$ cat src/rtl/pc_gen_if.sv
`default_nettype none
// ============================================================================
// Module   : pc_gen_if
// Brief    : Control/status bundle between the IF-stage PC generator and the
//            hazard, branch, trap and debug logic that steers it.
// Revision : 1.0 - initial release
// ============================================================================
interface pc_gen_if #(
    parameter int XLEN = 32
);
    logic            stall;
    logic            redirect_valid;
    logic [XLEN-1:0] redirect_target;
    logic            trap_valid;
    logic            halt_req;
    logic            resume;
    logic [XLEN-1:0] pc_out;
    logic            fetch_valid;
    logic            redirect_pending;
    logic            halted;
    logic            misalign_err;

    modport master (
        output stall, redirect_valid, redirect_target, trap_valid, halt_req, resume,
        input  pc_out, fetch_valid, redirect_pending, halted, misalign_err
    );

    modport slave (
        input  stall, redirect_valid, redirect_target, trap_valid, halt_req, resume,
        output pc_out, fetch_valid, redirect_pending, halted, misalign_err
    );
endinterface
`default_nettype wire

$ cat src/rtl/pc_gen.sv
`default_nettype none
// ============================================================================
// Module   : pc_gen
// Brief    : IF-stage program counter with stall, buffered redirect, trap
//            vectoring, debug halt/resume and target alignment checking.
// Revision : 1.0 - initial release
// ============================================================================
module pc_gen #(
    parameter int              XLEN         = 32,
    parameter logic [XLEN-1:0] RESET_VECTOR = 32'h00000000,
    parameter logic [XLEN-1:0] TRAP_VECTOR  = 32'h00000100,
    parameter int              INC          = 4,
    parameter int              ALIGN_BITS   = 2
) (
    input  wire logic clk,
    input  wire logic rst,
    pc_gen_if.slave   bus
);

    localparam logic [XLEN-1:0] c_ALIGN_MASK = (XLEN'(1) << ALIGN_BITS) - XLEN'(1);
    localparam logic [XLEN-1:0] c_INC        = XLEN'(INC);

    typedef enum logic [0:0] {
        S_RUN  = 1'b0,
        S_HALT = 1'b1
    } state_t;

    state_t          r_state;
    state_t          w_state_nxt;
    logic [XLEN-1:0] r_pc;
    logic [XLEN-1:0] w_pc_nxt;
    logic            r_pend;
    logic            w_pend_nxt;
    logic [XLEN-1:0] r_ptgt;
    logic [XLEN-1:0] w_ptgt_nxt;
    logic            r_mis;
    logic            w_mis_nxt;
    logic [XLEN-1:0] w_tgt;
    logic            w_misaligned;

    assign w_tgt        = bus.redirect_target & ~c_ALIGN_MASK;
    assign w_misaligned = |(bus.redirect_target & c_ALIGN_MASK);

    always_ff @(posedge clk) begin
        if (rst) begin
            r_state <= S_RUN;
            r_pc    <= RESET_VECTOR;
            r_pend  <= 1'b0;
            r_ptgt  <= '0;
            r_mis   <= 1'b0;
        end else begin
            r_state <= w_state_nxt;
            r_pc    <= w_pc_nxt;
            r_pend  <= w_pend_nxt;
            r_ptgt  <= w_ptgt_nxt;
            r_mis   <= w_mis_nxt;
        end
    end

    always_comb begin
        w_state_nxt = r_state;
        w_pc_nxt    = r_pc;
        w_pend_nxt  = r_pend;
        w_ptgt_nxt  = r_ptgt;
        w_mis_nxt   = 1'b0;
        case (r_state)
            S_RUN: begin
                if (bus.trap_valid) begin
                    w_pc_nxt   = TRAP_VECTOR;
                    w_pend_nxt = 1'b0;
                    if (bus.halt_req) w_state_nxt = S_HALT;
                end else begin
                    w_mis_nxt = bus.redirect_valid && w_misaligned;
                    // Halt entry: an unstalled redirect still lands, anything buffered is dropped
                    if (bus.halt_req) begin
                        w_state_nxt = S_HALT;
                        w_pend_nxt  = 1'b0;
                        if (bus.redirect_valid && !bus.stall) w_pc_nxt = w_tgt;
                    end else if (bus.redirect_valid) begin
                        if (bus.stall) begin
                            w_pend_nxt = 1'b1;
                            w_ptgt_nxt = w_tgt;
                        end else begin
                            w_pc_nxt   = w_tgt;
                            w_pend_nxt = 1'b0;
                        end
                    end else if (bus.stall) begin
                        w_pc_nxt = r_pc;
                    end else if (r_pend) begin
                        w_pc_nxt   = r_ptgt;
                        w_pend_nxt = 1'b0;
                    end else begin
                        w_pc_nxt = r_pc + c_INC;
                    end
                end
            end
            S_HALT: begin
                w_pend_nxt = 1'b0;
                if (bus.trap_valid) begin
                    w_pc_nxt    = TRAP_VECTOR;
                    w_state_nxt = S_RUN;
                end else begin
                    w_mis_nxt = bus.redirect_valid && w_misaligned;
                    if (bus.redirect_valid) w_pc_nxt = w_tgt;
                    if (bus.resume) w_state_nxt = S_RUN;
                end
            end
            default: begin
                w_state_nxt = S_RUN;
            end
        endcase
    end

    assign bus.pc_out           = r_pc;
    assign bus.fetch_valid      = !rst && (r_state == S_RUN);
    assign bus.halted           = (r_state == S_HALT);
    assign bus.redirect_pending = r_pend;
    assign bus.misalign_err     = r_mis;

endmodule
`default_nettype wire

$ cat src/flat_wrapper.sv
// flat-port wrapper written by rule: the top's interface ports become plain ports
module pc_gen_flat 
#(
    parameter int              XLEN         = 32,
    parameter logic [XLEN-1:0] RESET_VECTOR = 32'h00000000,
    parameter logic [XLEN-1:0] TRAP_VECTOR  = 32'h00000100,
    parameter int              INC          = 4,
    parameter int              ALIGN_BITS   = 2
)
  (clk, rst, bus_stall, bus_redirect_valid, bus_redirect_target, bus_trap_valid, bus_halt_req, bus_resume, bus_pc_out, bus_fetch_valid, bus_redirect_pending, bus_halted, bus_misalign_err);
  pc_gen_if #(.XLEN(XLEN)) bus_i ();
  input  wire logic clk;
  input  wire logic rst;
  input wire logic [$bits(bus_i.stall)-1:0] bus_stall;
  input wire logic [$bits(bus_i.redirect_valid)-1:0] bus_redirect_valid;
  input wire logic [$bits(bus_i.redirect_target)-1:0] bus_redirect_target;
  input wire logic [$bits(bus_i.trap_valid)-1:0] bus_trap_valid;
  input wire logic [$bits(bus_i.halt_req)-1:0] bus_halt_req;
  input wire logic [$bits(bus_i.resume)-1:0] bus_resume;
  output wire logic [$bits(bus_i.pc_out)-1:0] bus_pc_out;
  output wire logic [$bits(bus_i.fetch_valid)-1:0] bus_fetch_valid;
  output wire logic [$bits(bus_i.redirect_pending)-1:0] bus_redirect_pending;
  output wire logic [$bits(bus_i.halted)-1:0] bus_halted;
  output wire logic [$bits(bus_i.misalign_err)-1:0] bus_misalign_err;
  assign bus_i.stall = bus_stall;
  assign bus_i.redirect_valid = bus_redirect_valid;
  assign bus_i.redirect_target = bus_redirect_target;
  assign bus_i.trap_valid = bus_trap_valid;
  assign bus_i.halt_req = bus_halt_req;
  assign bus_i.resume = bus_resume;
  assign bus_pc_out = bus_i.pc_out;
  assign bus_fetch_valid = bus_i.fetch_valid;
  assign bus_redirect_pending = bus_i.redirect_pending;
  assign bus_halted = bus_i.halted;
  assign bus_misalign_err = bus_i.misalign_err;
  pc_gen #(.XLEN(XLEN), .RESET_VECTOR(RESET_VECTOR), .TRAP_VECTOR(TRAP_VECTOR), .INC(INC), .ALIGN_BITS(ALIGN_BITS)) u_core (.clk(clk), .rst(rst), .bus(bus_i));
endmodule
$ cat config.mk
export PLATFORM = sky130hd
export DESIGN_NAME = pc_gen_flat
export DESIGN_NICKNAME = d
export VERILOG_FILES = /design/src/rtl/pc_gen_if.sv /design/src/rtl/pc_gen.sv /design/src/flat_wrapper.sv
export SDC_FILE = /design/constraint.sdc
export NUM_CORES = 1
export LEC_CHECK = 0
export ABC_CLOCK_PERIOD_IN_PS = 1800
export BUFFER_PORTS_ARGS = -buffer_cell sky130_fd_sc_hd__buf_2
export CORE_MARGIN = 8
export CORE_UTILIZATION = 35
export DETAILED_ROUTE_END_ITERATION = 16
export PLACE_DENSITY = 0.56
export SLEW_MARGIN = 20
export SYNTH_ARGS = -nofsm -noshare
export SYNTH_HDL_FRONTEND = slang
export SYNTH_SLANG_ARGS = --single-unit
$ cat constraint.sdc
create_clock -name clk -period 1.8 [get_ports clk]
set_clock_uncertainty 0.05 [all_clocks]
set_input_delay 0 -clock clk [delete_from_list [all_inputs] [get_ports clk]]
set_output_delay 0 -clock clk [all_outputs]
set_load 0.005 [all_outputs]
* Word-level counts from Yosys, hierarchy flattened
Index checks and enable logic that the tools add are counted.
** Word-level totals
- Register bits after elaboration :: 65
- Input bits :: 39
- Output and inout port bits :: 36
- Logic and storage cells :: 42
** Operators by class
- Add/sub/neg operators :: 1
- Eq/ne operators :: 4
- Muxes and demuxes :: 20
- Bitwise gates (word level) :: 3
- Reductions and logical operators :: 9
** Operators by type and width (count)
- $mux W32 :: 9
- $pmux W32 S2 :: 1
- $add A32 B3 Y32 const B :: 1
- $mux W1 :: 8
- $ne A5 B5 Y1 const B :: 1
- $reduce_and A5 Y1 :: 1
- $ne A4 B3 Y1 const B :: 1
- $ne A4 B4 Y1 const B :: 1
- $pmux W1 S2 :: 2
- $reduce_or A2 Y1 :: 2
- $logic_and A1 B1 Y1 :: 3
- $ne A3 B3 Y1 const B :: 1
- $not A1 Y1 :: 3
- $reduce_and A3 Y1 :: 1
- $logic_not A1 Y1 :: 2

* Logic depth before layout (Yosys ltp)
Gate-level depths: netlist of the first run.
- Word-level depth :: 7
- Mapped depth :: 7
- Depth with buffers taken out :: 6

* Least setup slack after synthesis of the first run
No wires, ideal clock.
- Path kind :: flip-flop to flip-flop
- Start :: reg u_core.r_pc[2] (netlist: u_core.bus.pc_out[2])
- End :: reg u_core.r_pc[22] (netlist: u_core.bus.pc_out[22])
- Library setup time :: 117 ps
- Arrival time :: 1717 ps
- Data required time :: 1633 ps
- Path slack :: -84 ps
- Cell stages (with the launch flop) :: 7
- Path buffers :: 0
- Clock period less this slack :: 1884 ps
- Cell sequence :: dfxtp_1 -> ha_1 -> nand3_1 -> nor3_4 -> nand4_2 -> a31o_1 -> a32o_1
** Between the ends
- Word-level cells in the longest chain between the ends :: 7
** RTL lines
- start, declared :: line pc_gen.sv:30 : logic [XLEN-1:0] r_pc;
- start signal, assigned :: line pc_gen.sv:53 : r_pc <= w_pc_nxt;
- $add A32 B3 Y32 :: line pc_gen.sv:93 : w_pc_nxt = r_pc + c_INC;
- $mux W32 :: line pc_gen.sv:89 : end else if (r_pend) begin
- $mux W32 :: line pc_gen.sv:87 : end else if (bus.stall) begin
- $mux W32 :: line pc_gen.sv:79 : end else if (bus.redirect_valid) begin
- $mux W32 :: line pc_gen.sv:75 : if (bus.halt_req) begin
- $mux W32 :: line pc_gen.sv:68 : if (bus.trap_valid) begin
- $pmux W32 S2 :: line pc_gen.sv:66 : case (r_state)
No other way between the ends. The select of a mux whose other input is x is not followed.
A chain may end at the register's enable or synchronous reset.

* Worst setup path in the final report of the first run
- Start :: in bus_halt_req
- End :: reg u_core.r_pc[30] (netlist: u_core.bus.pc_out[30])
** Between the ends
- Word-level cells in the longest chain between the ends :: 3
- Elaborated cells on any way between the ends :: 6
- Those cells by class :: eq/ne (2); mux (3); reduce/logical (1)
** RTL lines
- start, declared :: line flat_wrapper.sv:18 : input wire logic [$bits(bus_i.halt_req)-1:0] bus_halt_req;
- $mux W32 :: line pc_gen.sv:75
- $mux W32 :: line pc_gen.sv:68
- $pmux W32 S2 :: line pc_gen.sv:66
Parallel ways exist; a longest one is shown, timed or not.

==> results of run 1 <==
[metrics by stage]
stage | setup slack [ns] | hold WS [ns] | cell area (um^2) | utilization [%] | std cells
2_1_floorplan | 0.0251 | 0.0284 | 3500 | - | 462
3_3_place_gp | 0.0222 | 0.195 | 4360 | 44.8 | 689
3_5_place_dp | 0.0206 | 0.195 | 4360 | 44.8 | 689
4_1_cts | 0.00796 | 0.00493 | 4950 | 50.9 | 740
5_1_grt | 0.000739 | 0.0138 | 5000 | 51.4 | 741
6_report | 0.0685 | 0.0215 | 5000 | 51.4 | 741
[sequential cells by signal, summed over array words and instances (netlist names)]
signal,count
u_core.r_ptgt,30
u_core.bus.halted,1
u_core.bus.redirect_pending,1
u_core.bus.pc_out,30
u_core.bus.misalign_err,1
[cell type report]
type | count | area, um^2
fillers | 992 | 4730
multi-input cells | 356 | 2080
well taps | 133 | 166
inverters | 5 | 18.8
clock buffers | 14 | 183
repair buffers | 168 | 1220
clock inverters | 2 | 60.1
flip-flops and latches | 63 | 1260
[how the worst max path moves through the flow]
stage / start / endpoint
detailed placement: u_core.bus.pc_out[2]$_SDFFE_PP0P_ / u_core.bus.pc_out[20]$_SDFFE_PP0P_
global route: u_core.bus.pc_out[12]$_SDFFE_PP0P_ / u_core.bus.pc_out[18]$_SDFFE_PP0P_
global placement: u_core.bus.pc_out[5]$_SDFFE_PP0P_ / u_core.bus.pc_out[21]$_SDFFE_PP0P_
floorplan: u_core.bus.pc_out[2]$_SDFFE_PP0P_ / u_core.bus.pc_out[22]$_SDFFE_PP0P_
finish: bus_halt_req / u_core.bus.pc_out[30]$_SDFFE_PP0P_
CTS: u_core.bus.pc_out[2]$_SDFFE_PP0P_ / u_core.bus.pc_out[20]$_SDFFE_PP0P_
[where the power goes]
| group | switching (mW) | internal (mW) |
|---|---|---|
| Clock | 0.569 | 0.934 |
| Combinational | 0.350 | 0.313 |
| Sequential | 0.0397 | 1.45 |
| Total | 0.958 | 2.70 |
[kinds of logic (layout without fill, tap and decap cells)]
kind of cell / count (synthesis) / in the layout
XOR/XNOR: 12 / 12
AO/OA/AOI/OAI: 153 / 153
multiplexers: 2 / 2
buffers and inverters: 43 / 189
flip-flops: 63 / 63
adder cells (fa/ha/maj): 1 / 1
other: 1 / 2
AND/OR/NAND/NOR: 186 / 186
[routing by layer]
metal | part of all wire [%] | up-vias | track usage (%)
li1 | - | 1965 | -
met1 | 47 | 1895 | 25.5
met2 | 45 | 153 | 29.8
met3 | 6.0 | 20 | 3.13
met4 | 1.8 | 0 | 7.17
met5 | 0 | - | 0
[critical path: stages]
cell and delay, ns:
dlygate4sd3_1 0.53, buf_2 0.19, nor4_4 0.45, buf_4 0.22, o21ai_0 0.09, a31oi_1 0.27
o221a_2 0.22
[layout by cell type, fill, tap and decap left out, types with 8 or more instances in the layout]
| cell | count |
|---|---|
| nand3_1 | 22 |
| clkbuf_8 | 13 |
| nor3_1 | 8 |
| and3_1 | 8 |
| a21oi_1 | 53 |
| buf_4 | 56 |
| dfxtp_1 | 61 |
| nor2_1 | 21 |
| a31oi_1 | 13 |
| nand2_1 | 89 |
| dlygate4sd3_1 | 35 |
| buf_2 | 72 |
| o21ai_0 | 41 |
[what timing repair did]
action / 4_1_cts / 5_1_grt
hold buffers: 35 / 0
endpoints found under the hold margin: 44 / 0
setup buffers: 0 / 1
resized for setup: 0 / 6
setup endpoints to repair: 0 / 9
==> flow_summary.yaml, run 1 <==
run_status:
  status: "finished, final reports clean"
synthesis:
  syn_avg_cell_area_um2: 7.56
  ys_ff_latch: 63
  muxShareOfSynthArea_pct: 0.611
  synth_top_family_by_area: "compound AO/OA/AOI/OAI gates"
  synth_area_leaders: "dfxtp_1, nand2_1, a21oi_1"
  yosysWarningCount: 0
  synth_compound_area_share_pct: 27.7
  synthDistinctLibCells: 54
  async_reset_ff_share_pct: 0
  synth_top_flop_cell: "dfxtp_1"
  synth_seq_area_share_pct: 36.2
  yosysMostFrequentCell: "nand2_1"
  synth-xor-area-share_pct: 3.02
  yosys.area_share.adder_pct: 0.359
  synth_area_leader_cell: "dfxtp_1"
  synth_common_cells: "nand2_1, dfxtp_1, a21oi_1, o21ai_0"
  synth_top_area_share_pct: 36.2
  synth-edff-count: 0
  syn_area_mm2: 0.00348
  postSynthCellCount: 461
  yosys.area_share.simple_pct: 26.6
setup_path:
  crit_required_ns: 2.04
  path_max_fanout: 8
  worstSetupPathType: "in2reg"
  rr_worst_depth: 7
  cp-start-kind: "primary input"
  r2r-end: "u_core.bus.pc_out[2]$_SDFFE_PP0P_"
  reg2reg_slack_ns: 0.07
  r2r_start: "u_core.bus.halted$_SDFF_PP0_"
  end_kind: "flop"
  arrival_ns: 1.97
cts:
  clockBufferDepth: 2
  clk_latency_ns: 0.34
  clock-sinks: 63
  ctsRootBufferMaster: "clkbuf_8"
  cts.reportedPaths.clkPinSlew_ns: 0.08
  htreeDepth: 3
  cts_tree: "done"
  cts_made_buffers: 9
detailed_routing:
  first_iter_violations: 251
  drcViolationCount: 0
  vias_per_cell: 5.44
  vias: 4033
  ant_nets: 0
  avgRoutedWirePerCell_um: 16.9
  dr.pass1.iters: 5
  wirelength_mm: 12.6
global_routing:
  grt_overflow: 0
  grt_max_degree: 26
  grt_pass1_vias: 3862
  grt_pass1_wl_mm: 20.1
  grt_antenna_before_repair: 0
  grtUsageTotal_pct: 19.0
hold_path:
  hold_start: "bus_redirect_valid"
  min_to: "u_core.bus.redirect_pending$_SDFFE_PP0P_"
  hold_path.class: "in2reg"
  min_delay_path_depth: 3
sta:
  min_period_ns: 1.73
  tns_ns: 0
  clock.fmax_mhz: 578
  setup-violations-final: 0
  period_share_pct: 96.2
  hold_violations: 0
  relSlewSlack_pct: 61.2
  finalMaxSlewViolations: 0
  worst_pin_slew_ns: 0.582
  rsz0062_at_grt: "no"
die:
  design.core.area_mm2: 0.00973
  start_util_pct: 35.8
  num_rows: 36
  die_h_um: 116
  dieWidth_um: 116
  die_area_mm2: 0.0134
  num_io_pins: 75
power_and_ir_drop:
  p_total_mw: 3.65
  p_leak_nw: 2.03
  irDropWorstVdd_uv: 383
  power.density_mw_per_mm2: 732
final_layout:
  drive_gt1_share_pct: 28.5
  area_delta_synth_final_pct: 43.4
  finalNetCount: 643
  antenna_cells: 0
place:
  dp_hpwl_mm: 9.08
  gp_congestion: 0.856
  io_buffers: 72
flow_run:
  cap_violations: 0
Note: power is estimated with default switching activity, not from simulation.
==> run 2: changes to the inputs <==
Settings changed: MAX_ROUTING_LAYER from default to met4.
==> flow_summary.yaml, run 2 (same netlist as run 1, synthesis figures left out) <==
final_layout:
  final_common_cell: "nand2_1"
  final_cell_mix: "nand2_1, buf_2, dfxtp_1"
  area_delta_synth_final_pct: 43.5
  drive_gt1_share_pct: 29.2
  finalNetCount: 649
  fillers: 979
  antenna_cells: 0
sta:
  relSlewSlack_pct: 58.4
  clock.fmax_mhz: 576
  rsz0062_at_grt: "yes"
  tns_ns: 0
  hold_violations: 0
  setup-violations-final: 0
  min_period_ns: 1.74
  holdWs_ns: 0.0724
  period_share_pct: 96.5
  finalMaxSlewViolations: 0
  worst_pin_slew_ns: 0.623
setup_path:
  arrival_ns: 1.98
  slowest_stage: "or3_1"
  path_max_fanout: 6
  reg2reg_slack_ns: 0.06
  cp-start-kind: "flop"
  crit_buf_inv: 1
  crit_required_ns: 2.04
  cpLargestDelayFamily: "simple AND/OR/NAND/NOR gates"
  cp_cell_sequence: "nand4_1 > buf_4 > or3_1 > nor4_1 > o21ai_0 > a21oi_1"
  end_kind: "flop"
  worstSetupPathType: "reg2reg"
  cp_slowest_stage_delay_ns: 0.40
die:
  num_io_pins: 75
  die_h_um: 116
  num_rows: 36
  die_area_mm2: 0.0134
  design.core.area_mm2: 0.00973
  dieWidth_um: 116
  start_util_pct: 35.8
place:
  dp_hpwl_mm: 8.85
  io_buffers: 72
  gp_congestion: 0.858
cts:
  clk_latency_ns: 0.36
  clock-sinks: 63
  htreeDepth: 3
  cts.reportedPaths.clkPinSlew_ns: 0.08
  cts_tree: "done"
  clockBufferDepth: 2
  cts_made_buffers: 9
  ctsRootBufferMaster: "clkbuf_8"
global_routing:
  grt_max_degree: 33
  grt_use_met1_pct: 25.1
  grt.met3_usage_pct: 2.40
  use_met2_pct: 29.7
  grt_antenna_before_repair: 0
  grtUsageTotal_pct: 19.4
  grt_pass1_wl_mm: 19.9
  grt_pass1_vias: 3924
  grt.busiest_layer: "met2"
  grt_overflow: 0
power_and_ir_drop:
  p_leak_nw: 2.02
  irDropWorstVdd_uv: 369
  power.density_mw_per_mm2: 654
  p_total_mw: 3.27
flow_run:
  cap_violations: 0
run_status:
  status: "finished, final reports clean"
detailed_routing:
  ant_nets: 0
  first_iter_violations: 290
  vias_per_cell: 5.47
  wirelength_mm: 12.5
  dr.pass1.iters: 5
  avgRoutedWirePerCell_um: 16.7
  vias: 4086
  drcViolationCount: 0
hold_path:
  hold_path.class: "in2reg"
[run 2: cell count changes in the layout (fill, tap and decap cells not counted), sizes merged]
cell         delta
clkinvlp        +3
dlygate4sd3     +3
clkinv          +3
buf             +3
clkbuf          -4
bufinv          -2
[run 2: cell type report]
type	count	area, um^2	area share (%)
clock buffer	10	128	2.55
clock inverter	6	37.5	0.751
inverter	5	18.8	0.375
multi-input combinational	356	2100	42.0
sequential	63	1270	25.4
tap	133	166	3.33
timing repair buffer	174	1280	25.7
[run 2: stage by stage]
stage               setup WS [ns]  cells  util, %  area, um^2
floorplan                  0.0251    462        -        3500
global placement           0.0669    689     44.8        4360
detailed placement        0.00585    689     44.8        4360
CTS                        0.0120    743     50.5        4910
global route              -0.0316    747     51.4        5000
finish                     0.0625    747     51.4        5000
[run 2: worst paths after layout]
kind,cells after the start,endpoint,from
setup / recovery,6,u_core.bus.pc_out[23]$_SDFFE_PP0P_,u_core.bus.pc_out[3]$_SDFFE_PP0P_
hold / removal,3,u_core.bus.pc_out[23]$_SDFFE_PP0P_,rst
setup reg to reg,6,u_core.bus.pc_out[23]$_SDFFE_PP0P_,u_core.bus.pc_out[3]$_SDFFE_PP0P_
hold reg to reg,2,u_core.r_ptgt[7]$_SDFFE_PP0P_,u_core.r_ptgt[7]$_SDFFE_PP0P_
[run 2: timing repair]
item                       4_1_cts  5_1_grt
gates resized for setup          1       14
pin swaps                        0        1
hold buffers                    38        0
buffers inserted                 0        4
setup endpoints to repair        1       18
hold endpoints to repair        46        0
[run 2: worst register-to-register path: stages, from the launching register on]
cell and delay, ns:
dfxtp_2 0.37, nand4_1 0.10, buf_4 0.18, or3_1 0.40, nor4_1 0.30, o21ai_0 0.14
a21oi_1 0.13
[run 2: power breakdown]
part	internal [mW]	switching [mW]	leakage, nW
registers	1.45	0.0423	0.515
logic	0.318	0.347	1.43
clock network	0.492	0.621	0.0781
[run 2: per-layer routing]
metal	part of all wire, %	wire [um]
met1	46	5780
met2	46	5710
met3	6.4	796
met4	1.6	204
met5	0	0
==> run 3: changes to the inputs <==
Settings changed: CELL_PAD_IN_SITES_DETAIL_PLACEMENT from default to 2, CELL_PAD_IN_SITES_GLOBAL_PLACEMENT from default to 2, CORE_UTILIZATION 35 to 28, PLACE_DENSITY 0.56 to 0.76.
==> flow_summary.yaml, run 3 (same netlist as run 1, synthesis figures left out) <==
sta:
  setup_slack_ns: -0.0928
  min_period_ns: 1.89
  hold_violations: 0
  setup-violations-final: 3
  relSlewSlack_pct: 63.8
  clock.fmax_mhz: 528
  period_share_pct: 105
  rsz0062_at_grt: "yes"
  finalMaxSlewViolations: 0
  worst_pin_slew_ns: 0.542
global_routing:
  grt_use_met1_pct: 22.4
  grtUsageTotal_pct: 21.0
  grt.met3_usage_pct: 4.78
  grt_pass1_vias: 4870
  grt_antenna_before_repair: 0
  grt_overflow: 0
  grt_max_degree: 31
  grt.busiest_layer: "met2"
  grt_pass1_wl_mm: 26.2
  use_met2_pct: 37.0
hold_path:
  hold_path.class: "in2reg"
final_layout:
  fin_util_pct: 43.1
  regArea_mm2: 0.00128
  final_cell_mix: "nand2_1, buf_2, dfxtp_1"
  stdcell_count: 776
  area_delta_synth_final_pct: 49.4
  fillers: 1360
  antenna_cells: 0
  final_common_cell: "nand2_1"
  multi_input_area_mm2: 0.00216
  drive_gt1_share_pct: 29.9
  finalNetCount: 643
place:
  gp_congestion: 0.848
  dp_cells: 719
  dp_hpwl_mm: 10.9
  io_buffers: 72
  dp_slack_ns: -0.0535
cts:
  cts_made_buffers: 9
  cts.reportedPaths.clkPinSlew_ns: 0.06
  clk_latency_ns: 0.35
  cts_tree: "done"
  htreeDepth: 3
  clockBufferDepth: 2
  clock-sinks: 63
  ctsRootBufferMaster: "clkbuf_16"
die:
  num_rows: 40
  design.core.area_mm2: 0.0121
  die_area_mm2: 0.0163
  dieWidth_um: 128
  die_h_um: 128
  num_io_pins: 75
  start_util_pct: 28.9
detailed_routing:
  dr.pass1.iters: 4
  drcViolationCount: 0
  avgRoutedWirePerCell_um: 22.8
  first_iter_violations: 238
  vias: 4266
  wirelength_mm: 17.7
  vias_per_cell: 5.50
  ant_nets: 0
setup_path:
  cpLargestDelayFamily: "compound AO/OA/AOI/OAI gates"
  cp-start-kind: "flop"
  crit_top_cell: "buf_4"
  worstSetupPathType: "reg2reg"
  crit_required_ns: 2.04
  slowest_stage: "dfxtp_1"
  cp_slowest_stage_delay_ns: 0.36
  crit_buf_inv: 2
  end_kind: "flop"
  arrival_ns: 2.13
  cp_cell_sequence: "nand4_1 > buf_4 > buf_4 > nor2_1 > nand2_1 > a21oi_1 > o221a_2"
  path_max_fanout: 4
power_and_ir_drop:
  p_switching_mw: 1.14
  p_total_mw: 4.02
  p_sw_share_pct: 28.5
  seqPwrFrac_pct: 37.5
  irDropWorstVdd_uv: 418
  p_leak_nw: 2.09
  internal_power_mw: 2.88
  p_clk_share_pct: 44.4
  pwr-share-comb_pct: 18.2
  power.density_mw_per_mm2: 772
run_status:
  status: "finished with violations"
  violations: "negative setup slack"
flow_run:
  cap_violations: 0
==> run 3: power groups by stage <==
stage                     Combinational, mW  Sequential (mW)  Clock, mW
final                                 0.730             1.51       1.78
after global routing                  0.782             1.51       1.87
after CTS                             0.691             1.50       1.80
after detailed placement              0.618             1.52          0
after global placement                0.593             1.52          0
after floorplan                       0.275             1.54          0
==> run 3: layout make-up <==
class	count	share of cell area, %
Clock inverter	4	0.866
Inverter	5	0.361
Tap cell	168	4.04
Multi-Input combinational cell	356	41.5
Clock buffer	12	4.74
Timing Repair Buffer	168	24.0
Sequential cell	63	24.5
==> run 3: final timing paths <==
| kind | from | endpoint | slack (ns) | cells after the start |
|---|---|---|---|---|
| hold / removal | bus_trap_valid | u_core.bus.halted$_SDFF_PP0_ | 0.28 | 4 |
| setup / recovery | u_core.bus.pc_out[4]$_SDFFE_PP0P_ | u_core.bus.pc_out[11]$_SDFFE_PP0P_ | -0.09 | 7 |
| hold reg to reg | u_core.r_ptgt[25]$_SDFFE_PP0P_ | u_core.r_ptgt[25]$_SDFFE_PP0P_ | 0.40 | 2 |
| setup reg to reg | u_core.bus.pc_out[4]$_SDFFE_PP0P_ | u_core.bus.pc_out[11]$_SDFFE_PP0P_ | -0.09 | 7 |
==> run 3: worst min-delay path, stage by stage <==
cell,delay (ns)
buf_2,0.25
nor2_1,0.19
mux2i_1,0.10
nor2_1,0.09
==> run 3: what timing repair did <==
action / CTS / global route
cloned: 0 / 0
hold buffers: 37 / 0
hold endpoints to repair: 41 / 0
gates resized for setup: 4 / 25
buffers inserted: 0 / 4
setup endpoints to repair: 9 / 22
pin swaps: 1 / 10
==> run 3: per-layer routing <==
layer / vias to the layer above / share of wire (%)
li1: 1968 / -
met1: 2168 / 43
met2: 96 / 51
met3: 34 / 3.3
met4: 0 / 2.5
met5: - / 0
==> run 3: metrics by stage <==
step	hold WS, ns	area, um^2	setup TNS [ns]
floorplan	0.0284	3500	0
global placement	0.192	4380	0
detailed placement	0.209	4380	-0.0782
CTS	0.190	5070	0
global route	0.324	5200	-0.862
finish	0.282	5200	-0.155
